$ cat src/rtl/kmer_match_stage.sv
// Streaming k-mer matcher: shifts 2-bit bases into a K-base window and reports
// every full window whose mismatch count against the loaded pattern is within thr_mm.
module kmer_match_stage #(
  parameter int K     = 8,
  parameter int POS_W = 16
) (
  input  logic             clk,
  input  logic             rst,
  input  logic             pat_load,
  input  logic [2*K-1:0]   pat_data,
  input  logic             seq_start,
  input  logic [3:0]       thr_mm,
  input  logic             base_valid,
  input  logic [1:0]       base_in,
  output logic             base_ready,
  output logic             hit_valid,
  input  logic             hit_ready,
  output logic [POS_W-1:0] hit_pos,
  output logic [3:0]       hit_mm,
  output logic             match_any
);

  localparam int W = 2 * K;

  localparam logic [1:0] S_IDLE = 2'd0;
  localparam logic [1:0] S_FILL = 2'd1;
  localparam logic [1:0] S_SCAN = 2'd2;

  localparam logic [3:0]       FILL_LAST = 4'(K - 1);
  localparam logic [POS_W-1:0] POS_BACK  = POS_W'(K - 1);

  logic [1:0]       state_q, state_d;
  logic [W-1:0]     pat_q, pat_d;
  logic [W-1:0]     win_q, win_d;
  logic [3:0]       fill_q, fill_d;
  logic [POS_W-1:0] pos_q, pos_d;
  logic             hit_valid_q, hit_valid_d;
  logic [POS_W-1:0] hit_pos_q, hit_pos_d;
  logic [3:0]       hit_mm_q, hit_mm_d;
  logic             match_any_q, match_any_d;

  logic [W-1:0]     win_shift_s;
  logic [3:0]       mm_cnt_s;
  logic             accept_s;
  logic             eval_s;
  logic             hit_s;

  function automatic logic [3:0] count_mm(input logic [W-1:0] a, input logic [W-1:0] b);
    logic [3:0] n;
    n = 4'd0;
    for (int i = 0; i < K; i++) begin
      n = n + {3'd0, (a[2*i +: 2] != b[2*i +: 2])};
    end
    return n;
  endfunction

  // A pending, unconsumed hit stalls the base stream so no result is ever dropped.
  assign base_ready  = ~rst & (state_q != S_IDLE) & ~pat_load & ~seq_start &
                       (~hit_valid_q | hit_ready);
  assign accept_s    = base_valid & base_ready;
  assign win_shift_s = {win_q[W-3:0], base_in};
  assign mm_cnt_s    = count_mm(win_shift_s, pat_q);

  // Decide whether the base accepted this cycle completes a full window and hits.
  always_comb begin
    eval_s = 1'b0;
    case (state_q)
      S_FILL:  eval_s = accept_s & (fill_q == FILL_LAST);
      S_SCAN:  eval_s = accept_s;
      default: eval_s = 1'b0;
    endcase
    hit_s = eval_s & (mm_cnt_s <= thr_mm);
  end

  // Next-state logic for the scan FSM, window, counters and hit register.
  always_comb begin
    state_d     = state_q;
    pat_d       = pat_q;
    win_d       = win_q;
    fill_d      = fill_q;
    pos_d       = pos_q;
    hit_valid_d = hit_valid_q;
    hit_pos_d   = hit_pos_q;
    hit_mm_d    = hit_mm_q;
    match_any_d = match_any_q;

    if (pat_load) begin
      pat_d       = pat_data;
      win_d       = {W{1'b0}};
      fill_d      = 4'd0;
      pos_d       = {POS_W{1'b0}};
      hit_valid_d = 1'b0;
      match_any_d = 1'b0;
      state_d     = S_FILL;
    end else if (seq_start && (state_q != S_IDLE)) begin
      win_d       = {W{1'b0}};
      fill_d      = 4'd0;
      pos_d       = {POS_W{1'b0}};
      hit_valid_d = 1'b0;
      match_any_d = 1'b0;
      state_d     = S_FILL;
    end else begin
      if (accept_s) begin
        win_d = win_shift_s;
        pos_d = pos_q + POS_W'(1);
        if (state_q == S_FILL) begin
          fill_d  = fill_q + 4'd1;
          state_d = (fill_q == FILL_LAST) ? S_SCAN : S_FILL;
        end else begin
          fill_d  = fill_q;
          state_d = state_q;
        end
      end else begin
        win_d = win_q;
        pos_d = pos_q;
      end

      // A fresh hit overwrites a consumed one in the same cycle, leaving no gap.
      if (hit_s) begin
        hit_valid_d = 1'b1;
        hit_pos_d   = pos_q - POS_BACK;
        hit_mm_d    = mm_cnt_s;
        match_any_d = 1'b1;
      end else if (hit_ready) begin
        hit_valid_d = 1'b0;
      end else begin
        hit_valid_d = hit_valid_q;
      end
    end
  end

  // State registers with synchronous reset.
  always_ff @(posedge clk) begin
    if (rst) begin
      state_q     <= S_IDLE;
      pat_q       <= {W{1'b0}};
      win_q       <= {W{1'b0}};
      fill_q      <= 4'd0;
      pos_q       <= {POS_W{1'b0}};
      hit_valid_q <= 1'b0;
      hit_pos_q   <= {POS_W{1'b0}};
      hit_mm_q    <= 4'd0;
      match_any_q <= 1'b0;
    end else begin
      state_q     <= state_d;
      pat_q       <= pat_d;
      win_q       <= win_d;
      fill_q      <= fill_d;
      pos_q       <= pos_d;
      hit_valid_q <= hit_valid_d;
      hit_pos_q   <= hit_pos_d;
      hit_mm_q    <= hit_mm_d;
      match_any_q <= match_any_d;
    end
  end

  assign hit_valid = hit_valid_q;
  assign hit_pos   = hit_pos_q;
  assign hit_mm    = hit_mm_q;
  assign match_any = match_any_q;

endmodule
$ cat config.mk
export PLATFORM = sky130hd
export DESIGN_NAME = kmer_match_stage
export DESIGN_NICKNAME = d
export VERILOG_FILES = /design/src/rtl/kmer_match_stage.sv
export SDC_FILE = /design/constraint.sdc
export NUM_CORES = 1
export LEC_CHECK = 0
export CAP_MARGIN = 20
export CELL_PAD_IN_SITES_DETAIL_PLACEMENT = 2
export CELL_PAD_IN_SITES_GLOBAL_PLACEMENT = 2
export CORE_UTILIZATION = 30
export DETAILED_ROUTE_END_ITERATION = 12
export GPL_TIMING_DRIVEN = 0
export PLACE_DENSITY_LB_ADDON = 0.1
export SETUP_SLACK_MARGIN = 0.02
export SLEW_MARGIN = 25
export SYNTH_ARGS = -nofsm -noshare
export SYNTH_HDL_FRONTEND = slang
export SYNTH_SLANG_ARGS = --single-unit
$ cat constraint.sdc
create_clock -name clk -period 6.1 [get_ports clk]
set_clock_uncertainty 0.15 [all_clocks]
set_input_delay 0.915 -clock clk [delete_from_list [all_inputs] [get_ports clk]]
set_output_delay 0.915 -clock clk [all_outputs]
set_load 0.05 [all_outputs]
==> flow_summary.json, run 1 <==
{
  "postSynthCellCount": 426,
  "wirelength_um": 11870,
  "synth_nets": 470,
  "vias": 3346,
  "netlist_area_um2": 3731,
  "dp_cells": 645,
  "viasPerCell": 5.070,
  "gp_congestion": 0.7448,
  "yosys-top-cells-count": "dfxtp_1 (74), nand2_1 (50), a21oi_1 (37), nor2_1 (26), clkbuf_1 (24)",
  "gr-max-usage-layer": "met2",
  "layout_worst_path_cycle_share": 0.9527,
  "rsz0062_at_grt": "no",
  "max_stage_delay_ns": 0.55,
  "portBuffers": 50,
  "worst-endpoint-arrival_ns": 5.93,
  "finalHoldViolations": 0,
  "use_met2": 0.3187,
  "synth_edf_count": 0,
  "first_pass_iters": 4,
  "fin_cells": 660,
  "drv_cap": 0,
  "first_iter_violations": 62,
  "cpLargestDelayFamily": "adder cells",
  "yosysSeqAreaShare": 0.3970,
  "final_core_util": 0.3943,
  "cts_buffers": 9,
  "seqCellArea_um2": 1481,
  "synthFlopType": "dfxtp_1",
  "hold_buffers": 0,
  "drive_gt1_frac": 0.04675,
  "die_y_um": 113.5,
  "antenna_found_initial": 0,
  "cts.clk_slew.worst_paths_ns": 0.06,
  "cp_max_fo": 10,
  "place_hpwl_um": 8800,
  "path_cells": "clkdlybuf4s50_1 > xnor2_1 > nand2_1 > fa_1 > fa_1 > inv_1 > fa_1 > inv_1 > ha_1 > fa_1 > xor2_1 > ha_1 > and4_1 > o22a_1 > clkbuf_1 > nand4_1 > a21oi_1",
  "worst_slew_pin_slew_ns": 0.8407,
  "slew_headroom": 0.4365,
  "cp-end-kind": "flip-flop",
  "globalRouteOverflowTotal": 0,
  "async_reset_ff_frac": 0,
  "min_period_ns": 5.812,
  "grt_max_degree": 12,
  "grtUsageTotal": 0.1981,
  "hold_class": "flip-flop to flip-flop",
  "grt_pass1_wl_um": 19400,
  "dieWidth_um": 113.5,
  "yosys_warnings": 0,
  "required_ns": 6.21,
  "post_dp_cell_area_um2": 4454,
  "finalInstanceArea_um2": 4756,
  "cts_root_buf": "clkbuf_16",
  "core_area_um2": 12060,
  "clock.fmax_mhz": 172.1,
  "worst-setup-path-type": "primary input to flip-flop",
  "multi_input_area_um2": 2093,
  "clkSinkCount": 74,
  "wl_per_cell_um": 17.98,
  "cp_num_buf_inv": 4,
  "post-cts-setup-buffers": 0,
  "area_delta_synth_final_pct": 27.46,
  "leakage_nw": 1.714,
  "critPathLaunchType": "primary input",
  "setup_viol": 0,
  "dieArea_um2": 12890,
  "grt_pass1_vias": 3637,
  "p_per_area_nw_per_um2": 264.4,
  "cts_max_level": 3,
  "critPathMostFrequentCell": "fa_1",
  "use_met1": 0.2649,
  "num-fill-cells": 1363,
  "final_max_slew_viol_count": 0,
  "syn_avg_cell_area_um2": 8.758,
  "pin_count": 51,
  "yosysUniqueCellTypes": 45,
  "clockBufferDepth": 2,
  "synth-seq-cells": 74,
  "synth_top_cell_area_share": 0.3970,
  "use_met3": 0.03188,
  "diodes": 0,
  "synth_area_leaders": "dfxtp_1 (40%), mux2i_1 (5.6%), nand2_1 (5.0%), a21oi_1 (5.0%), xnor2_1 (4.2%)",
  "rows": 40,
  "post_cts_resized": 0,
  "ant_nets": 0,
  "cts_tree": "done",
  "insertion_delay_ns": 0.34,
  "start_util": 0.3093,
  "cp_slowest_cell": "fa_1",
  "yosys.area.top_type": "dfxtp_1",
  "yosysMostFrequentCell": "dfxtp_1",
  "outcome": "finished clean",
  "peakVddDrop_v": 0.00008716,
  "layout.nets": 531,
  "drc_errors": 0
}
## state kept, by name (all words and copies together) (netlist names), 2 cells and up
signal / cells
pos_q: 16
hit_mm: 4
pat_q: 16
fill_q: 4
win_q: 14
state_q: 2
hit_pos: 16
## per-stage QoR
step,power [mW],setup TNS (ns),worst slack (ns),hold slack (ns)
2_1_floorplan,0.6366,0,0.9135,0.2978
3_3_place_gp,0.6992,-0.9749,-0.1558,0.2981
3_5_place_dp,0.7152,-2.336,-0.2835,0.3058
4_1_cts,1.270,0,0.06440,0.3191
5_1_grt,1.319,0,0.01954,0.3510
6_report,1.257,0,0.2883,0.3124
## area by class of cell
cell class	count	share of cell area
well taps	168	0.04420
clock buffers	14	0.05551
clock inverters	2	0.007366
inverters	12	0.009471
repair buffers	51	0.1068
multi-input cells	308	0.4401
flip-flops and latches	74	0.3115
plain buffers	31	0.02499
## kinds of logic (layout without fill, tap and decap cells)
family,after synthesis,in the layout,synth area share
buf+inv,44,110,0.04494
flops,74,74,0.3970
compound gates,92,92,0.1600
fa+ha+maj,16,16,0.06170
mux,21,21,0.05634
xor+xnor,33,33,0.07747
simple gates,146,146,0.2026
## cell usage in the layout (no fill, tap or decap), drive strengths merged, types with 2 or more instances in the layout
cell type      count
ha                12
clkdlybuf4s50     50
or3                4
buf                9
a31oi              8
a211oi             8
a311oi             3
xor2              15
nand2b             3
o31ai             17
a21oi             37
nor2b              4
fa                 4
clkbuf            37
nand4             18
mux2i             21
o21ai              3
dfxtp             74
nor4               7
nor2              26
nand2             50
nor3               8
xnor2             18
o21a               2
o211ai             3
inv               12
nand3             10
o2111ai            3
and3               3
or4                8
and4               2
## worst reg2reg max path, delay by kind of cell, from the launching register on
family	cells	cell delay [ns]
buffers and inverters	3	0.50
AND/OR/NAND/NOR	3	0.58
XOR/XNOR	2	0.31
flip-flops	1	0.38
adder cells (fa/ha/maj)	6	2.49
AO/OA/AOI/OAI	2	0.60
## where the power goes
part           switching (mW)  internal (mW)  total (mW)
combinational           0.133         0.0810       0.214
clock                   0.208          0.339       0.548
sequential            0.00550          0.490       0.496
## path summary, 6_finish.rpt
check                          from                 endpoint  slack, ns  depth (start not counted)
max                      base_in[0]  hit_pos[1]$_SDFFE_PP0P_       0.29                         17
max reg2reg   win_q[4]$_SDFFE_PP0P_  hit_pos[1]$_SDFFE_PP0P_       1.01                         16
min          match_any$_SDFFE_PP0P_   match_any$_SDFFE_PP0P_       0.31                          1
min reg2reg  match_any$_SDFFE_PP0P_   match_any$_SDFFE_PP0P_       0.31                          1
## metal layers
layer | vias up | routed length [µm]
li1 | 1660 | -
met1 | 1622 | 5917
met2 | 49 | 5456
met3 | 15 | 298
met4 | 0 | 193
met5 | - | 0
Power figures use the tool's default switching activity.
==> inputs of run 2 (changes only) <==
--- a/config.mk
+++ b/config.mk
@@ -18,2 +18,3 @@
 export SYNTH_HDL_FRONTEND = slang
 export SYNTH_SLANG_ARGS = --single-unit
+export TNS_END_PERCENT = 100
==> constraint.sdc (replaced) <==
create_clock -name clk -period 6.1 [get_ports clk]
set_clock_uncertainty 0.15 [all_clocks]
set_input_delay 0.61 -clock clk [delete_from_list [all_inputs] [get_ports clk]]
set_output_delay 0.61 -clock clk [all_outputs]
set_load 0.05 [all_outputs]
==> run 2 against run 1 <==
Hold slack gained 0.0013 ns. Register-to-register slack lost 0.20 ns. Wire length is essentially flat. Count of clock-buffer cells in the layout unchanged. Global-route usage unchanged. First-iteration DRC count is 4.8% higher. Sequential cell count unchanged. Sequential share of layout area barely moved.
==> flow_summary.json, run 2 (synthesized netlist as in run 1, its figures left out) <==
{
  "outcome": "finished clean",
  "fin_hold_ws_ns": 0.3136,
  "worst_slew_pin_slew_ns": 0.9793,
  "dp_cells": 645,
  "post_cts_resized": 0,
  "power.switching_uw": 343.8,
  "cts.clk_slew.worst_paths_ns": 0.06,
  "clockBufferDepth": 2,
  "final_max_slew_viol_count": 0,
  "final_core_util": 0.3941,
  "final_common_cell": "dfxtp_1",
  "p_clk_frac": 0.438,
  "post-cts-setup-buffers": 0,
  "hold_class": "flip-flop to flip-flop",
  "grt_pass1_vias": 3637,
  "grt_max_degree": 12,
  "first_iter_violations": 65,
  "portBuffers": 50,
  "antenna_found_initial": 0,
  "grtUsageTotal": 0.1981,
  "worst-endpoint-arrival_ns": 5.82,
  "drv_cap": 0,
  "dieArea_um2": 12890,
  "cts_root_buf": "clkbuf_16",
  "ant_nets": 0,
  "finalHoldViolations": 0,
  "finalInstanceArea_um2": 4753,
  "viasPerCell": 5.083,
  "diodes": 0,
  "seq_power_share": 0.396,
  "setup_viol": 0,
  "die_y_um": 113.5,
  "fin_cells": 661,
  "place_hpwl_um": 8800,
  "drc_errors": 0,
  "first_pass_iters": 4,
  "cp_max_fo": 10,
  "rows": 40,
  "cts_buffers": 9,
  "wl_per_cell_um": 17.97,
  "clock.fmax_mhz": 175.3,
  "cts_max_level": 3,
  "critPathLaunchType": "primary input",
  "wirelength_um": 11880,
  "multi_input_area_um2": 2087,
  "min_period_ns": 5.705,
  "gp_congestion": 0.7448,
  "insertion_delay_ns": 0.35,
  "slew_headroom": 0.3465,
  "grt_pass1_wl_um": 19400,
  "leakage_nw": 1.715,
  "area_delta_synth_final_pct": 27.40,
  "worst-setup-path-type": "primary input to flip-flop",
  "num-fill-cells": 1362,
  "clkSinkCount": 74,
  "totalNegativeSetupSlack_ns": 0,
  "dieWidth_um": 113.5,
  "fin_ws_ns": 0.3953,
  "peakVddDrop_v": 0.00008709,
  "core_area_um2": 12060,
  "pin_count": 51,
  "cts_tree": "done",
  "vias": 3360,
  "p_per_area_nw_per_um2": 263.5,
  "post_dp_cell_area_um2": 4454,
  "drive_gt1_frac": 0.04462,
  "final_cell_mix": "dfxtp_1 (74), nand2_1 (50), clkdlybuf4s50_1 (50)",
  "required_ns": 6.22,
  "power.total_mw": 1.252,
  "layout_worst_path_cycle_share": 0.9352,
  "rsz0062_at_grt": "no",
  "p_int_uw": 908.7,
  "hold_buffers": 0,
  "cp-end-kind": "flip-flop",
  "globalRouteOverflowTotal": 0,
  "pre_cts_slack_ns": 0.02147,
  "seqCellArea_um2": 1481,
  "layout.nets": 532,
  "start_util": 0.3093,
  "combinationalPowerShare": 0.166,
  "p_sw_frac": 0.2745
}
[run 2: power groups by stage]
stage,logic (mW),registers [mW],clock network (mW)
floorplan,0.132,0.505,0
global placement,0.193,0.506,0
detailed placement,0.209,0.506,0
CTS,0.211,0.496,0.563
global route,0.233,0.496,0.584
finish,0.208,0.496,0.548
[run 2: final timing paths]
path,from,endpoint,slack [ns],cells past startpoint
setup / recovery,base_in[0],hit_pos[1]$_SDFFE_PP0P_,0.40,16
hold / removal,match_any$_SDFFE_PP0P_,match_any$_SDFFE_PP0P_,0.31,1
setup reg to reg,win_q[4]$_SDFFE_PP0P_,hit_pos[1]$_SDFFE_PP0P_,0.81,15
hold reg to reg,match_any$_SDFFE_PP0P_,match_any$_SDFFE_PP0P_,0.31,1
[run 2: cell type report]
type                            instances  area share
Multi-Input combinational cell        308      0.4391
Sequential cell                        74      0.3117
Timing Repair Buffer                   51      0.1069
Clock buffer                           14     0.05554
Tap cell                              168     0.04422
Buffer                                 32     0.02580
Inverter                               12    0.009476
Clock inverter                          2    0.007370
[run 2: critical path, cell delays in order]
cell             delay (ns)
clkdlybuf4s50_1        0.53
xnor2_1                0.14
nand2_1                0.10
fa_1                   0.51
fa_1                   0.55
inv_1                  0.06
fa_1                   0.52
inv_1                  0.04
ha_1                   0.21
fa_1                   0.49
ha_1                   0.32
nor2b_1                0.16
o2111ai_1              0.78
clkbuf_1               0.41
nand4_1                0.18
a21oi_1                0.20
[run 2: layer usage]
metal,up-vias,routed length [µm],share of wire,global-route usage
met3,15,300,0.025,0.03188
met1,1634,5918,0.50,0.2649
met2,48,5462,0.46,0.3187
met5,-,0,0,0
met4,0,193,0.016,0.07895
li1,1663,-,-,-
==> inputs of run 3 (changes only) <==
GPL_TIMING_DRIVEN = 1   (was 0)
TNS_END_PERCENT = default   (was 100)
==> run 3 against run 2 <==
Power decreased by 1.1%. Die area unchanged. Largest power group unchanged. Critical endpoint is now hit_pos[7]$_SDFFE_PP0P_. Highest routed layer unchanged. Count of clock-buffer cells in the layout decreased by 3. Critical path depth unchanged. Hold slack improved by 0.0060 ns.
==> flow_summary.json, run 3 (synthesized netlist as in run 1, its figures left out) <==
{
  "cp_slowest_cell": "o22a_1",
  "post_cts_resized": 0,
  "rsz0062_at_grt": "no",
  "grt_pass1_vias": 3495,
  "clock.fmax_mhz": 186.3,
  "post-cts-setup-buffers": 0,
  "start_util": 0.3093,
  "power.total_mw": 1.239,
  "wirelength_um": 11140,
  "worst-setup-path-type": "primary input to flip-flop",
  "gp_congestion": 0.7413,
  "worstRegToRegCells": 15,
  "regToRegSetupSlack_ns": 1.13,
  "p_per_area_nw_per_um2": 265.9,
  "drv_cap": 0,
  "first_iter_violations": 112,
  "portBuffers": 50,
  "ant_nets": 0,
  "dieArea_um2": 12890,
  "leakage_nw": 1.689,
  "fin_hold_ws_ns": 0.3196,
  "rows": 40,
  "pin_count": 51,
  "critPathLaunchType": "primary input",
  "layout_worst_path_cycle_share": 0.8800,
  "insertion_delay_ns": 0.34,
  "path_cells": "clkdlybuf4s50_1 > xnor2_1 > nand2_1 > fa_1 > fa_1 > inv_1 > fa_1 > inv_1 > ha_1 > fa_1 > xor2_1 > ha_1 > and4_1 > o22a_1 > o2111ai_1 > a21oi_1",
  "first_pass_iters": 4,
  "cts_max_level": 3,
  "globalRouteOverflowTotal": 0,
  "core_area_um2": 12060,
  "cp_num_buf_inv": 3,
  "cts.clk_slew.worst_paths_ns": 0.06,
  "final_common_cell": "dfxtp_1",
  "cpLargestDelayFamily": "adder cells",
  "wl_per_cell_um": 17.66,
  "peakVddDrop_v": 0.00008892,
  "finalHoldViolations": 0,
  "drc_errors": 0,
  "hold_class": "flip-flop to flip-flop",
  "dieWidth_um": 113.5,
  "grtUsageTotal": 0.1846,
  "place_hpwl_um": 7978,
  "cts_root_buf": "clkbuf_16",
  "min_period_ns": 5.368,
  "area_delta_synth_final_pct": 24.92,
  "viasPerCell": 5.182,
  "num-fill-cells": 1335,
  "drive_gt1_frac": 0.05400,
  "hold_buffers": 0,
  "diodes": 0,
  "holdCritStartpoint": "hit_pos[4]$_SDFFE_PP0P_",
  "final_cell_mix": "dfxtp_1 (74), nand2_1 (50), clkdlybuf4s50_1 (50)",
  "grt_max_degree": 42,
  "worst-endpoint-arrival_ns": 5.48,
  "totalNegativeSetupSlack_ns": 0,
  "clkSinkCount": 74,
  "whs_endpoint": "hit_pos[4]$_SDFFE_PP0P_",
  "grt_pass1_wl_um": 18300,
  "reg2reg_from": "win_q[1]$_SDFFE_PP0P_",
  "cp-end-kind": "flip-flop",
  "slew_headroom": 0.4267,
  "reg2reg_to": "hit_pos[7]$_SDFFE_PP0P_",
  "setup_viol": 0,
  "hold_depth": 2,
  "die_y_um": 113.5,
  "final_max_slew_viol_count": 0,
  "critPathMostFrequentCell": "fa_1",
  "max_stage_delay_ns": 0.61,
  "clockBufferDepth": 2,
  "worst_slew_pin_slew_ns": 0.8583,
  "layout.nets": 504,
  "required_ns": 6.22,
  "antenna_found_initial": 0,
  "cts_buffers": 9,
  "outcome": "finished clean",
  "cts_tree": "done",
  "vias": 3270,
  "cp_max_fo": 19
}
[run 3: cell types whose count changed in the layout (fill, tap and decap cells not counted), sizes merged]
| cell | before | now |
|---|---|---|
| buf | 9 | 5 |
| clkinv | 1 | 2 |
| clkbuf | 38 | 11 |
[run 3: layout make-up]
class,instances,area [µm²],area share
clock buffer,11,252.7,0.05423
clock inverter,3,40.04,0.008591
inverter,12,45.04,0.009664
multi-input combinational,308,2093,0.4491
sequential,74,1481,0.3179
tap,168,210.2,0.04510
timing repair buffer,55,538.0,0.1154
[run 3: worst max path at each step]
stage                    start                 endpoint  cells after the start  slack [ns]
detailed placement  base_in[1]  hit_pos[7]$_SDFFE_PP0P_                     16        0.37
global route        base_in[1]  hit_pos[7]$_SDFFE_PP0P_                     16        0.45
floorplan           base_in[0]  hit_pos[8]$_SDFFE_PP0P_                     17        1.22
finish              base_in[1]  hit_pos[7]$_SDFFE_PP0P_                     16        0.73
global placement    base_in[1]  hit_pos[7]$_SDFFE_PP0P_                     16        0.49
CTS                 base_in[0]  hit_pos[7]$_SDFFE_PP0P_                     16        0.72
[run 3: metrics by stage]
stage / setup slack, ns / utilization / cells / cell area (µm²)
final: 0.7323 / 0.3864 / 631 / 4661
after global routing: 0.4531 / 0.3864 / 631 / 4661
after CTS: 0.7173 / 0.3864 / 631 / 4661
after detailed placement: 0.3724 / 0.3621 / 617 / 4368
after global placement: 0.4938 / 0.3616 / 617 / 4362
after floorplan: 1.219 / - / 426 / 3731
[run 3: worst reg2reg max path, stage by stage, from the launching register on]
cell       delay, ns
dfxtp_1         0.39
xnor2_1         0.14
nand2_1         0.09
fa_1            0.49
fa_1            0.54
inv_1           0.05
fa_1            0.53
inv_1           0.05
ha_1            0.21
fa_1            0.38
xor2_1          0.17
ha_1            0.33
and4_1          0.23
o22a_1          0.61
o2111ai_1       0.30
a21oi_1         0.22
[run 3: report_power, final]
| group | leakage, nW | switching (mW) | internal, mW | total (mW) |
|---|---|---|---|---|
| Clock | 0.147 | 0.204 | 0.333 | 0.537 |
| Sequential | 0.599 | 0.00564 | 0.490 | 0.496 |
| Combinational | 0.942 | 0.127 | 0.0792 | 0.206 |
| Total | 1.69 | 0.336 | 0.903 | 1.24 |
[run 3: per-layer routing]
metal,GRT usage,up-vias,wire length [µm]
li1,-,1605,-
met1,0.2597,1610,5812
met2,0.2805,45,4879
met3,0.03188,10,288
met4,0.07193,0,162
met5,0,-,0
